$ cat config.mk
export PLATFORM = sky130hd
export DESIGN_NAME = enemy_tracker
export DESIGN_NICKNAME = d
export VERILOG_FILES = /design/src/rtl/tracker_pkg.sv /design/src/rtl/enemy_track_slot.sv /design/src/rtl/enemy_tracker.sv
export SDC_FILE = /design/constraint.sdc
export NUM_CORES = 1
export LEC_CHECK = 0
export ABC_AREA = 1
export ABC_CLOCK_PERIOD_IN_PS = 2600
export BUFFER_PORTS_ARGS = -buffer_cell sky130_fd_sc_hd__buf_2
export CELL_PAD_IN_SITES_DETAIL_PLACEMENT = 1
export CELL_PAD_IN_SITES_GLOBAL_PLACEMENT = 1
export CORE_ASPECT_RATIO = 1.75
export CORE_MARGIN = 10
export CORE_UTILIZATION = 33
export CTS_CLUSTER_DIAMETER = 50
export DETAILED_ROUTE_END_ITERATION = 6
export PLACE_DENSITY_LB_ADDON = 0.1
export SLEW_MARGIN = 10
export SYNTH_ARGS = -nofsm -noshare
export SYNTH_HDL_FRONTEND = slang
export SYNTH_SLANG_ARGS = --single-unit
$ cat constraint.sdc
create_clock -name clk -period 2.6 [get_ports clk]
set_input_delay 0.39 -clock clk [delete_from_list [all_inputs] [get_ports clk]]
set_output_delay 0.39 -clock clk [all_outputs]
set_load 0.01 [all_outputs]
$ cat src/rtl/tracker_pkg.sv
// Shared types, widths and saturating arithmetic for the enemy tracker.
// TRACKER_PREDICT_EN (optional) enables one-cycle lead prediction in the slots.
package tracker_pkg;

  localparam int unsigned POS_W  = 8;
  localparam int unsigned VEL_W  = 5;
  localparam int unsigned DIFF_W = POS_W + 1;
  localparam int unsigned CNT_W  = 3;

  typedef enum logic [2:0] {
    ST_UNSEEN  = 3'd0,
    ST_ACQUIRE = 3'd1,
    ST_TRACK   = 3'd2,
    ST_COAST   = 3'd3,
    ST_LOST    = 3'd4,
    ST_DEAD    = 3'd5
  } track_state_e;

  localparam logic signed [DIFF_W-1:0] SAT5_MAX = 9'sd15;
  localparam logic signed [DIFF_W-1:0] SAT5_MIN = -9'sd16;
  localparam logic signed [DIFF_W-1:0] SAT8_MAX = 9'sd127;
  localparam logic signed [DIFF_W-1:0] SAT8_MIN = -9'sd128;

  function automatic logic signed [VEL_W-1:0] sat5(input logic signed [DIFF_W-1:0] v);
    logic signed [VEL_W-1:0] r;
    if (v > SAT5_MAX)      r = 5'sd15;
    else if (v < SAT5_MIN) r = -5'sd16;
    else                   r = v[VEL_W-1:0];
    return r;
  endfunction

  function automatic logic signed [POS_W-1:0] sat8(input logic signed [DIFF_W-1:0] v);
    logic signed [POS_W-1:0] r;
    if (v > SAT8_MAX)      r = 8'sd127;
    else if (v < SAT8_MIN) r = -8'sd128;
    else                   r = v[POS_W-1:0];
    return r;
  endfunction

  // Velocity estimate from a new sample and the previous position.
  function automatic logic signed [VEL_W-1:0] vel_est(input logic signed [POS_W-1:0] cur,
                                                      input logic signed [POS_W-1:0] prev);
    logic signed [DIFF_W-1:0] d;
    d = {cur[POS_W-1], cur} - {prev[POS_W-1], prev};
    return sat5(d);
  endfunction

  // Position advanced by one cycle of velocity, clamped rather than wrapped.
  function automatic logic signed [POS_W-1:0] pos_adv(input logic signed [POS_W-1:0] p,
                                                      input logic signed [VEL_W-1:0] v);
    logic signed [DIFF_W-1:0] s;
    s = {p[POS_W-1], p} + {{(DIFF_W-VEL_W){v[VEL_W-1]}}, v};
    return sat8(s);
  endfunction

endpackage

$ cat src/rtl/enemy_track_slot.sv
// One enemy track: acquire/track/coast state machine with pos, vel and coast registers.
// TRACKER_PREDICT_EN: output leads by one cycle and COAST dead-reckons pos.
module enemy_track_slot
  import tracker_pkg::*;
#(
  parameter int unsigned COAST_MAX = 4
) (
  input  logic                    clk,
  input  logic                    reset,
  input  logic signed [POS_W-1:0] x_i,
  input  logic signed [POS_W-1:0] y_i,
  input  logic                    cloaked_i,
  input  logic                    destroyed_i,
  output logic signed [POS_W-1:0] trk_x_o,
  output logic signed [POS_W-1:0] trk_y_o,
  output logic signed [VEL_W-1:0] trk_vx_o,
  output logic signed [VEL_W-1:0] trk_vy_o,
  output logic                    trk_valid_o,
  output logic [2:0]              trk_state_o,
  output logic [CNT_W-1:0]        trk_coast_cnt_o
);

  track_state_e            state_q, state_d;
  logic signed [POS_W-1:0] pos_x_q, pos_x_d, pos_y_q, pos_y_d;
  logic signed [VEL_W-1:0] vel_x_q, vel_x_d, vel_y_q, vel_y_d;
  logic [CNT_W-1:0]        coast_q, coast_d;
  logic signed [POS_W-1:0] out_x_q, out_x_d, out_y_q, out_y_d;
  logic signed [POS_W-1:0] coast_x, coast_y;
  logic                    valid_q, valid_d;

  // Where a cloaked track's position goes for the next cycle.
`ifdef TRACKER_PREDICT_EN
  assign coast_x = pos_adv(pos_x_q, vel_x_q);
  assign coast_y = pos_adv(pos_y_q, vel_y_q);
`else
  assign coast_x = pos_x_q;
  assign coast_y = pos_y_q;
`endif

  // Next-state logic; destroyed overrides cloak, cloak overrides visibility.
  always_comb begin
    state_d = state_q;
    pos_x_d = pos_x_q;
    pos_y_d = pos_y_q;
    vel_x_d = vel_x_q;
    vel_y_d = vel_y_q;
    coast_d = coast_q;
    if (destroyed_i) begin
      state_d = ST_DEAD;
      vel_x_d = '0;
      vel_y_d = '0;
      coast_d = '0;
    end else begin
      unique case (state_q)
        ST_UNSEEN, ST_LOST: begin
          if (!cloaked_i) begin
            state_d = ST_ACQUIRE;
            pos_x_d = x_i;
            pos_y_d = y_i;
            vel_x_d = '0;
            vel_y_d = '0;
          end
        end
        ST_ACQUIRE: begin
          if (cloaked_i) begin
            state_d = ST_LOST;
            vel_x_d = '0;
            vel_y_d = '0;
          end else begin
            state_d = ST_TRACK;
            vel_x_d = vel_est(x_i, pos_x_q);
            vel_y_d = vel_est(y_i, pos_y_q);
            pos_x_d = x_i;
            pos_y_d = y_i;
          end
        end
        ST_TRACK: begin
          if (cloaked_i) begin
            state_d = ST_COAST;
            coast_d = CNT_W'(1);
            pos_x_d = coast_x;
            pos_y_d = coast_y;
          end else begin
            vel_x_d = vel_est(x_i, pos_x_q);
            vel_y_d = vel_est(y_i, pos_y_q);
            pos_x_d = x_i;
            pos_y_d = y_i;
          end
        end
        ST_COAST: begin
          if (cloaked_i) begin
            if (coast_q >= CNT_W'(COAST_MAX)) begin
              state_d = ST_LOST;
              vel_x_d = '0;
              vel_y_d = '0;
              coast_d = '0;
            end else begin
              coast_d = coast_q + CNT_W'(1);
              pos_x_d = coast_x;
              pos_y_d = coast_y;
            end
          end else begin
            // Frozen pre-cloak inputs are stale, so restart acquisition.
            state_d = ST_ACQUIRE;
            pos_x_d = x_i;
            pos_y_d = y_i;
            vel_x_d = '0;
            vel_y_d = '0;
            coast_d = '0;
          end
        end
        ST_DEAD: begin
          vel_x_d = '0;
          vel_y_d = '0;
        end
        default: begin
          state_d = ST_UNSEEN;
          pos_x_d = '0;
          pos_y_d = '0;
          vel_x_d = '0;
          vel_y_d = '0;
          coast_d = '0;
        end
      endcase
    end
  end

  // Published target, computed from next-state so outputs stay registered.
  always_comb begin
`ifdef TRACKER_PREDICT_EN
    out_x_d = pos_adv(pos_x_d, vel_x_d);
    out_y_d = pos_adv(pos_y_d, vel_y_d);
`else
    out_x_d = pos_x_d;
    out_y_d = pos_y_d;
`endif
    valid_d = (state_d == ST_TRACK) || (state_d == ST_COAST);
  end

  always_ff @(posedge clk) begin
    if (reset) begin
      state_q <= ST_UNSEEN;
      pos_x_q <= '0;
      pos_y_q <= '0;
      vel_x_q <= '0;
      vel_y_q <= '0;
      coast_q <= '0;
      out_x_q <= '0;
      out_y_q <= '0;
      valid_q <= 1'b0;
    end else begin
      state_q <= state_d;
      pos_x_q <= pos_x_d;
      pos_y_q <= pos_y_d;
      vel_x_q <= vel_x_d;
      vel_y_q <= vel_y_d;
      coast_q <= coast_d;
      out_x_q <= out_x_d;
      out_y_q <= out_y_d;
      valid_q <= valid_d;
    end
  end

  assign trk_x_o         = out_x_q;
  assign trk_y_o         = out_y_q;
  assign trk_vx_o        = vel_x_q;
  assign trk_vy_o        = vel_y_q;
  assign trk_valid_o     = valid_q;
  assign trk_state_o     = state_q;
  assign trk_coast_cnt_o = coast_q;

endmodule

$ cat src/rtl/enemy_tracker.sv
// Per-enemy tracking stage: one independent enemy_track_slot per ship.
// TRACKER_PREDICT_EN selects predicted (lead) target positions inside each slot.
module enemy_tracker
  import tracker_pkg::*;
#(
  parameter int unsigned NUM_SHIPS = 3,
  parameter int unsigned COAST_MAX = 4
) (
  input  logic                    clk,
  input  logic                    reset,
  input  logic signed [POS_W-1:0] enemy_x_p       [NUM_SHIPS],
  input  logic signed [POS_W-1:0] enemy_y_p       [NUM_SHIPS],
  input  logic [NUM_SHIPS-1:0]    enemy_cloaked,
  input  logic [NUM_SHIPS-1:0]    enemy_destroyed,
  output logic signed [POS_W-1:0] trk_x           [NUM_SHIPS],
  output logic signed [POS_W-1:0] trk_y           [NUM_SHIPS],
  output logic signed [VEL_W-1:0] trk_vx          [NUM_SHIPS],
  output logic signed [VEL_W-1:0] trk_vy          [NUM_SHIPS],
  output logic [NUM_SHIPS-1:0]    trk_valid,
  output logic [2:0]              trk_state       [NUM_SHIPS],
  output logic [CNT_W-1:0]        trk_coast_cnt   [NUM_SHIPS]
);

  for (genvar g = 0; g < NUM_SHIPS; g++) begin : g_slot
    enemy_track_slot #(
      .COAST_MAX(COAST_MAX)
    ) u_slot (
      .clk             (clk),
      .reset           (reset),
      .x_i             (enemy_x_p[g]),
      .y_i             (enemy_y_p[g]),
      .cloaked_i       (enemy_cloaked[g]),
      .destroyed_i     (enemy_destroyed[g]),
      .trk_x_o         (trk_x[g]),
      .trk_y_o         (trk_y[g]),
      .trk_vx_o        (trk_vx[g]),
      .trk_vy_o        (trk_vy[g]),
      .trk_valid_o     (trk_valid[g]),
      .trk_state_o     (trk_state[g]),
      .trk_coast_cnt_o (trk_coast_cnt[g])
    );
  end

endmodule

# Word level (Yosys, flattened, before mapping)

Cells that the tools add are included.

Register bits: 99
Bits of input ports: 56
Output and inout bits: 99
Logic and storage cells: 201

$add $sub $neg: 9
Order comparisons: 15
Equal/unequal tests: 36
Muxes and demuxes: 84
Bitwise logic cells: 9
Reduce and logical (&&, ||, !) cells: 27

Operators by type and width:

| operator              | count |
|---|---|
| $mux W5               | 33 |
| $pmux W5 S4           | 6 |
| $pmux W8 S2           | 6 |
| $mux W3               | 27 |
| $gt A9 B5 Y1 const B  | 6 |
| $lt A9 B5 Y1 const B  | 6 |
| $sub A8 B8 Y9         | 6 |
| $mux W8               | 6 |
| $pmux W3 S5           | 3 |
| $eq A3 B2 Y1 const B  | 12 |
| $pmux W3 S3           | 3 |
| $ne A2 B2 Y1 const B  | 12 |
| $eq A3 B3 Y1 const B  | 6 |
| $reduce_and A3 Y1     | 6 |
| $reduce_or A5 Y1      | 3 |
| $reduce_or A2 Y1      | 6 |
| $reduce_or A4 Y1      | 3 |
| $add A3 B1 Y3 const B | 3 |
| $eq A3 B1 Y1 const B  | 3 |
| $ge A3 B3 Y1 const B  | 3 |
| $logic_not A3 Y1      | 3 |
| $ne A3 B2 Y1 const B  | 3 |
| $not A1 Y1            | 9 |
| $reduce_and A2 Y1     | 3 |
| $logic_or A1 B1 Y1    | 3 |

# Longest topological paths before layout

Depth after elaboration: 7
Gate-level depth with buffers: 17
Depth with buffers taken out: 17

# Hierarchy

From an unflattened synthesis, not the netlist that was laid out.

Cell total of the unflattened synthesis: 993
Area total of the unflattened synthesis: 6807.8 um2

Modules (own cells, without submodules):

| module                                   | times used | cells each | area each (um2) | sequential area each (um2) |
|---|---|---|---|---|
| enemy_track_slot at g_slot[0].u_slot ... | 2          | 330        | 2240.9          | 660.6 |
| enemy_track_slot at g_slot[2].u_slot     | 1          | 333        | 2326.0          | 660.6 |

# Worst setup path before layout

Ideal clock, no wire load.

Path kind: in2reg
From: input enemy_x_p[16] in the netlist's numbering
To: register g_slot[0].u_slot.vel_x_q[3]
Library setup time: 0.071 ns
Arrival: 1.852 ns
Data required time: 2.529 ns
Slack: 0.677 ns
Cell stages on the path: 17
Buffers on the path: 0
Cell sequence: inv_1 -> ha_1 -> inv_1 -> fa_1 -> nand2_1 -> nand2_1 -> nand3b_1 -> nand2_1 -> nand2_1 -> nand2_1 -> nor2_1 -> nand2_1 -> nand2_1 -> nand2_1 -> nand2_1 -> nand2_1 -> a21oi_1

Longest elaborated chain between the ends: 6
Elaborated cells between the ends (all ways): 8
Those cells by class: add/sub (1); order compare (2); mux (5)

RTL lines:

| what                       | line                                           | source |
|---|---|---|
| from (decl)                | enemy_tracker.sv:11                            | `input logic signed [POS_W-1:0] enemy_x_p [NUM_SHIPS],` |
| $sub A8 B8 Y9 *            | tracker_pkg.sv:44                              | `d = {cur[POS_W-1], cur} - {prev[POS_W-1], prev};` |
| $lt A9 B5 Y1               | tracker_pkg.sv:27                              | `else if (v < SAT5_MIN) r = -5'sd16;` |
| $mux W5                    | tracker_pkg.sv:27                              |  |
| $mux W5 *                  | tracker_pkg.sv:26                              | `if (v > SAT5_MAX) r = 5'sd15;` |
| $mux W5 (on tied branches) | enemy_track_slot.sv:78, enemy_track_slot.sv:65 |  |
| $pmux W5 S4 *              | enemy_track_slot.sv:54                         | `unique case (state_q)` |
| to (signal assigned)       | enemy_track_slot.sv:155                        | `vel_x_q <= vel_x_d;` |
| to (decl)                  | enemy_track_slot.sv:25                         | `logic signed [VEL_W-1:0] vel_x_q, vel_x_d, vel_y_q, vel_y_d;` |

Every way passes the cells marked *; elsewhere a longest branch is shown, timed or not. The select of a mux whose other input is x is not followed.
A chain may end at the register's enable or synchronous reset.

==> metrics.md <==
| Metric | Value |
|---|---|
| Run status | finished, final reports clean |
| Number of max-slew violations in the final report | 0 |
| Count of pins on the block boundary | 155 |
| Vertical die dimension | 209 microns |
| Cell Count Post-Placement | 1,386 |
| Endpoint arrival time on the critical path | 2430 ps |
| Total power per unit cell area | 541 nW/um^2 |
| Pin slew with the least headroom to its limit | 693 ps |
| Setup Skew | 3.25 ps |
| Area added between synthesis and finish | 18.5% |
| Hold/Removal Path Class | primary input to flop |
| Crit-path max FO | 4 |
| Final cycle utilization of the critical path | 82.1% |
| Max-capacitance violation count | 0 |
| Wire length of the first global-routing pass | 35.9 mm |
| Area of all placed cells without fillers | 8000 sq um |
| Total design power | 4320 uW |
| Wire length reported by the detailed router | 21.9 mm |
| Hold slack | 285 ps |
| Drt wl/cell | 15.6 microns |
| Mean instance size in the synthesized netlist | 6.71 sq um |
| Total placed instance area | 7730 sq um |
| First-pass detailed-route iteration total | 4 |
| Crit path buf inv count | 1 |
| Number of warnings issued by yosys | 0 |
| Delay contributed by the slowest stage of the critical path | 390 ps |
| Clock tree from TritonCTS | built |
| Share of flip-flops with an asynchronous set or reset | 0% |
| Std-Cell Core Area | 20,200 sq um |
| Final hold violation count | 0 |
| Share of layout cells above drive strength 1 | 19.3% |
| Min Tclk post-route | 2140 ps |
| CP Cell Sequence | ha_1, inv_1, fa_1, nand2_1, nand2_1, nand3b_1, nand2_1, nand2_1, nand2_1, nor2_1, nand2_1, nand2_1, nand2_1, nand2_1, nand2_1, a21oi_1 |
| Clock Path Buffers | 2 |
| Setup TNS | 0 ps |
| Flop and latch count out of synthesis | 99 |
| Number of buffers inserted by post-CTS setup repair | 0 |
| Full die area | 26,800 sq um |
| Via count of the first global-routing pass | 7,220 |
| Fill cell count | 2,675 |
| Antenna cell count | 0 |
| Routed vias/inst | 4.86 |
| Count of nets left with antenna violations after detail routing | 0 |
| Commonest non-fill, non-tap cell in the layout | nand2_1 |
| Cell Count, Final, Fillers Out | 1,401 |
| Cells after synthesis | 1,006 |
| Maximum number of pins on one net before global-route repair | 35 |
| Clk Latency, worst-skew pair | 360 ps |
| Startpoint type of the worst setup path | flop |
| All-Layer GR Usage | 16.4% |
| Cell family contributing the most delay on the critical path | simple AND/OR/NAND/NOR gates |
| Std-Cell Rows | 69 |
| Hold buffer count at CTS | 0 |
| Final setup violating endpoints | 0 |
| Count of flip-flops with a built-in enable after synthesis | 0 |
| Net count of the finished layout | 1,265 |
| Via count of the routed design | 6,813 |
| Num Clock Sinks | 99 |
| GPL Wtd Cong | 0.843 |
| DR DRC count | 0 |
| Post-Syn Area | 6750 sq um |
| Slowest cell on the critical path | fa_1 |
| Initial antenna violation count | 0 |
| Leakage power | 0.00398 uW |
| Number of H-tree levels | 3 |
| Die span in x | 128 microns |
| Top flip-flop cell by instance count after synthesis | dfxtp_1 |
| Congestion Overflow GR | 0 |
| HPWL reported at the end of detailed placement | 17.8 mm |
| Element type at the critical path end | flop |
| Required time at the endpoint of the critical path | 2890 ps |
| Initial cell density of the core | 33.4% |
| Slew margin rel. | 53.8% |
| RSZ-0062 raised after global routing | false |
| Maximum resistive drop on vdd | 0.000292 V |
| Root buf cell | clkbuf_16 |
| Synthesized net count | 1,122 |
| Crit path kind | flop to flop |
| Highest-count cells in the layout ignoring fill and taps | nand2_1, buf_2, inv_1 |
| Initial DRC Count | 196 |
| Sequential-to-total area share from yosys stat | 29.4% |
| Highest clock rate | 0.468 GHz |
| Cts bufs inserted | 9 |
| Post-CTS sizing | 0 |
| Number of I/O port buffers | 154 |
| CTS clk-pin slew, worst paths | 70 ps |
| Most used cell along the critical path | nand2_1 |
| Netlist cell types | 37 |
-- flip-flops by register name, indices dropped and copies added (netlist names) --
register,count
g_slot.u_slot.coast_x,16
g_slot.u_slot.trk_y_o,8
g_slot.u_slot.trk_valid_o,3
g_slot.u_slot.trk_x_o,8
g_slot.u_slot.trk_vx_o,15
g_slot.u_slot.trk_vy_o,15
g_slot.u_slot.trk_coast_cnt_o,9
g_slot.u_slot.coast_y,16
g_slot.u_slot.trk_state_o,9
-- area by class of cell --
| cell class | instances | area [sq um] | share of cell area [%] |
|---|---|---|---|
| Multi-Input combinational cell | 716 | 4010 | 50.2 |
| Sequential cell | 99 | 1980 | 24.8 |
| Timing Repair Buffer | 159 | 808 | 10.1 |
| Inverter | 164 | 616 | 7.69 |
| Tap cell | 248 | 310 | 3.88 |
| Clock buffer | 11 | 243 | 3.03 |
| Clock inverter | 4 | 27.5 | 0.344 |
-- synthesized netlist by cell type (2+ instances only) --
cell type / instances / share of area [%]
o31ai_1: 2 / 0.22
dfxtp_1: 99 / 29
inv_1: 149 / 8.3
fa_1: 6 / 1.8
nand3b_1: 11 / 1.2
a211oi_2: 14 / 2.6
clkbuf_1: 11 / 0.61
nand2_2: 4 / 0.37
nor2_2: 4 / 0.37
a211oi_1: 28 / 3.1
xor2_1: 17 / 2.2
o21ai_0: 13 / 0.96
inv_2: 15 / 0.83
nand3_1: 35 / 2.6
buf_4: 7 / 0.78
a21boi_2: 2 / 0.33
o21ai_1: 2 / 0.15
ha_1: 54 / 10
a31oi_1: 3 / 0.28
nand3_2: 2 / 0.30
nor3_1: 8 / 0.59
nand2_1: 315 / 18
nand4_1: 12 / 1.1
or2_1: 7 / 0.65
buf_2: 8 / 0.59
nor2_4: 3 / 0.50
nor2_1: 53 / 2.9
a21oi_2: 2 / 0.26
a21oi_1: 111 / 8.2
nor3_2: 2 / 0.30
-- path summary, 6_finish.rpt --
check	from	endpoint	slack (ps)	cells after the start
min	enemy_destroyed[1]	g_slot[1].u_slot.trk_state_o[2]	280	3
max reg2reg	g_slot[2].u_slot.trk_x_o[0]	g_slot[2].u_slot.trk_vx_o[2]	460	16
min reg2reg	g_slot[0].u_slot.trk_vy_o[3]	g_slot[0].u_slot.trk_vy_o[3]	460	2
max	g_slot[2].u_slot.trk_x_o[0]	g_slot[2].u_slot.trk_vx_o[2]	460	16
-- kinds of logic after synthesis --
group	share of synthesized area, %
AOI/OAI and AO/OA	16.7
adders and majority gates	11.8
buffers and inverters	11.2
DFF	29.4
and+or+nand+nor	28.6
xor gates and xnor gates	2.34
-- power by group --
part | internal [uW] | switching [uW] | total (uW) | leakage, uW
Combinational | 492 | 871 | 1360 | 0.00305
Sequential | 1600 | 52.6 | 1650 | 0.000809
Clock | 671 | 642 | 1310 | 0.000124
-- per-layer routing --
layer / up-vias / GRT usage, % / routed length [microns]
li1: 3508 / - / -
met1: 3186 / 15.4 / 7950
met2: 103 / 33.0 / 12500
met3: 16 / 4.11 / 1120
met4: 0 / 4.68 / 295
met5: - / 0 / 0
-- worst reg2reg max path, cell delays in order (launching register included) --
cell      delay [ps]
dfxtp_1          360
ha_1             170
inv_1             70
fa_1             390
nand2_1           80
nand2_1           70
nand3b_1         120
nand2_1           60
nand2_1           80
nand2_1           70
nor2_1            90
nand2_1           60
nand2_1          120
nand2_1           70
nand2_1           60
nand2_1           60
a21oi_1          130
-- through the flow --
stage / util, % / worst slack (ps)
after floorplan: - / 677
after global placement: 38.3 / 289
after detailed placement: 38.3 / 272
after CTS: 39.6 / 444
after global routing: 39.6 / 119
final: 39.6 / 464
No activity file was read; power rests on OpenSTA's default activity.
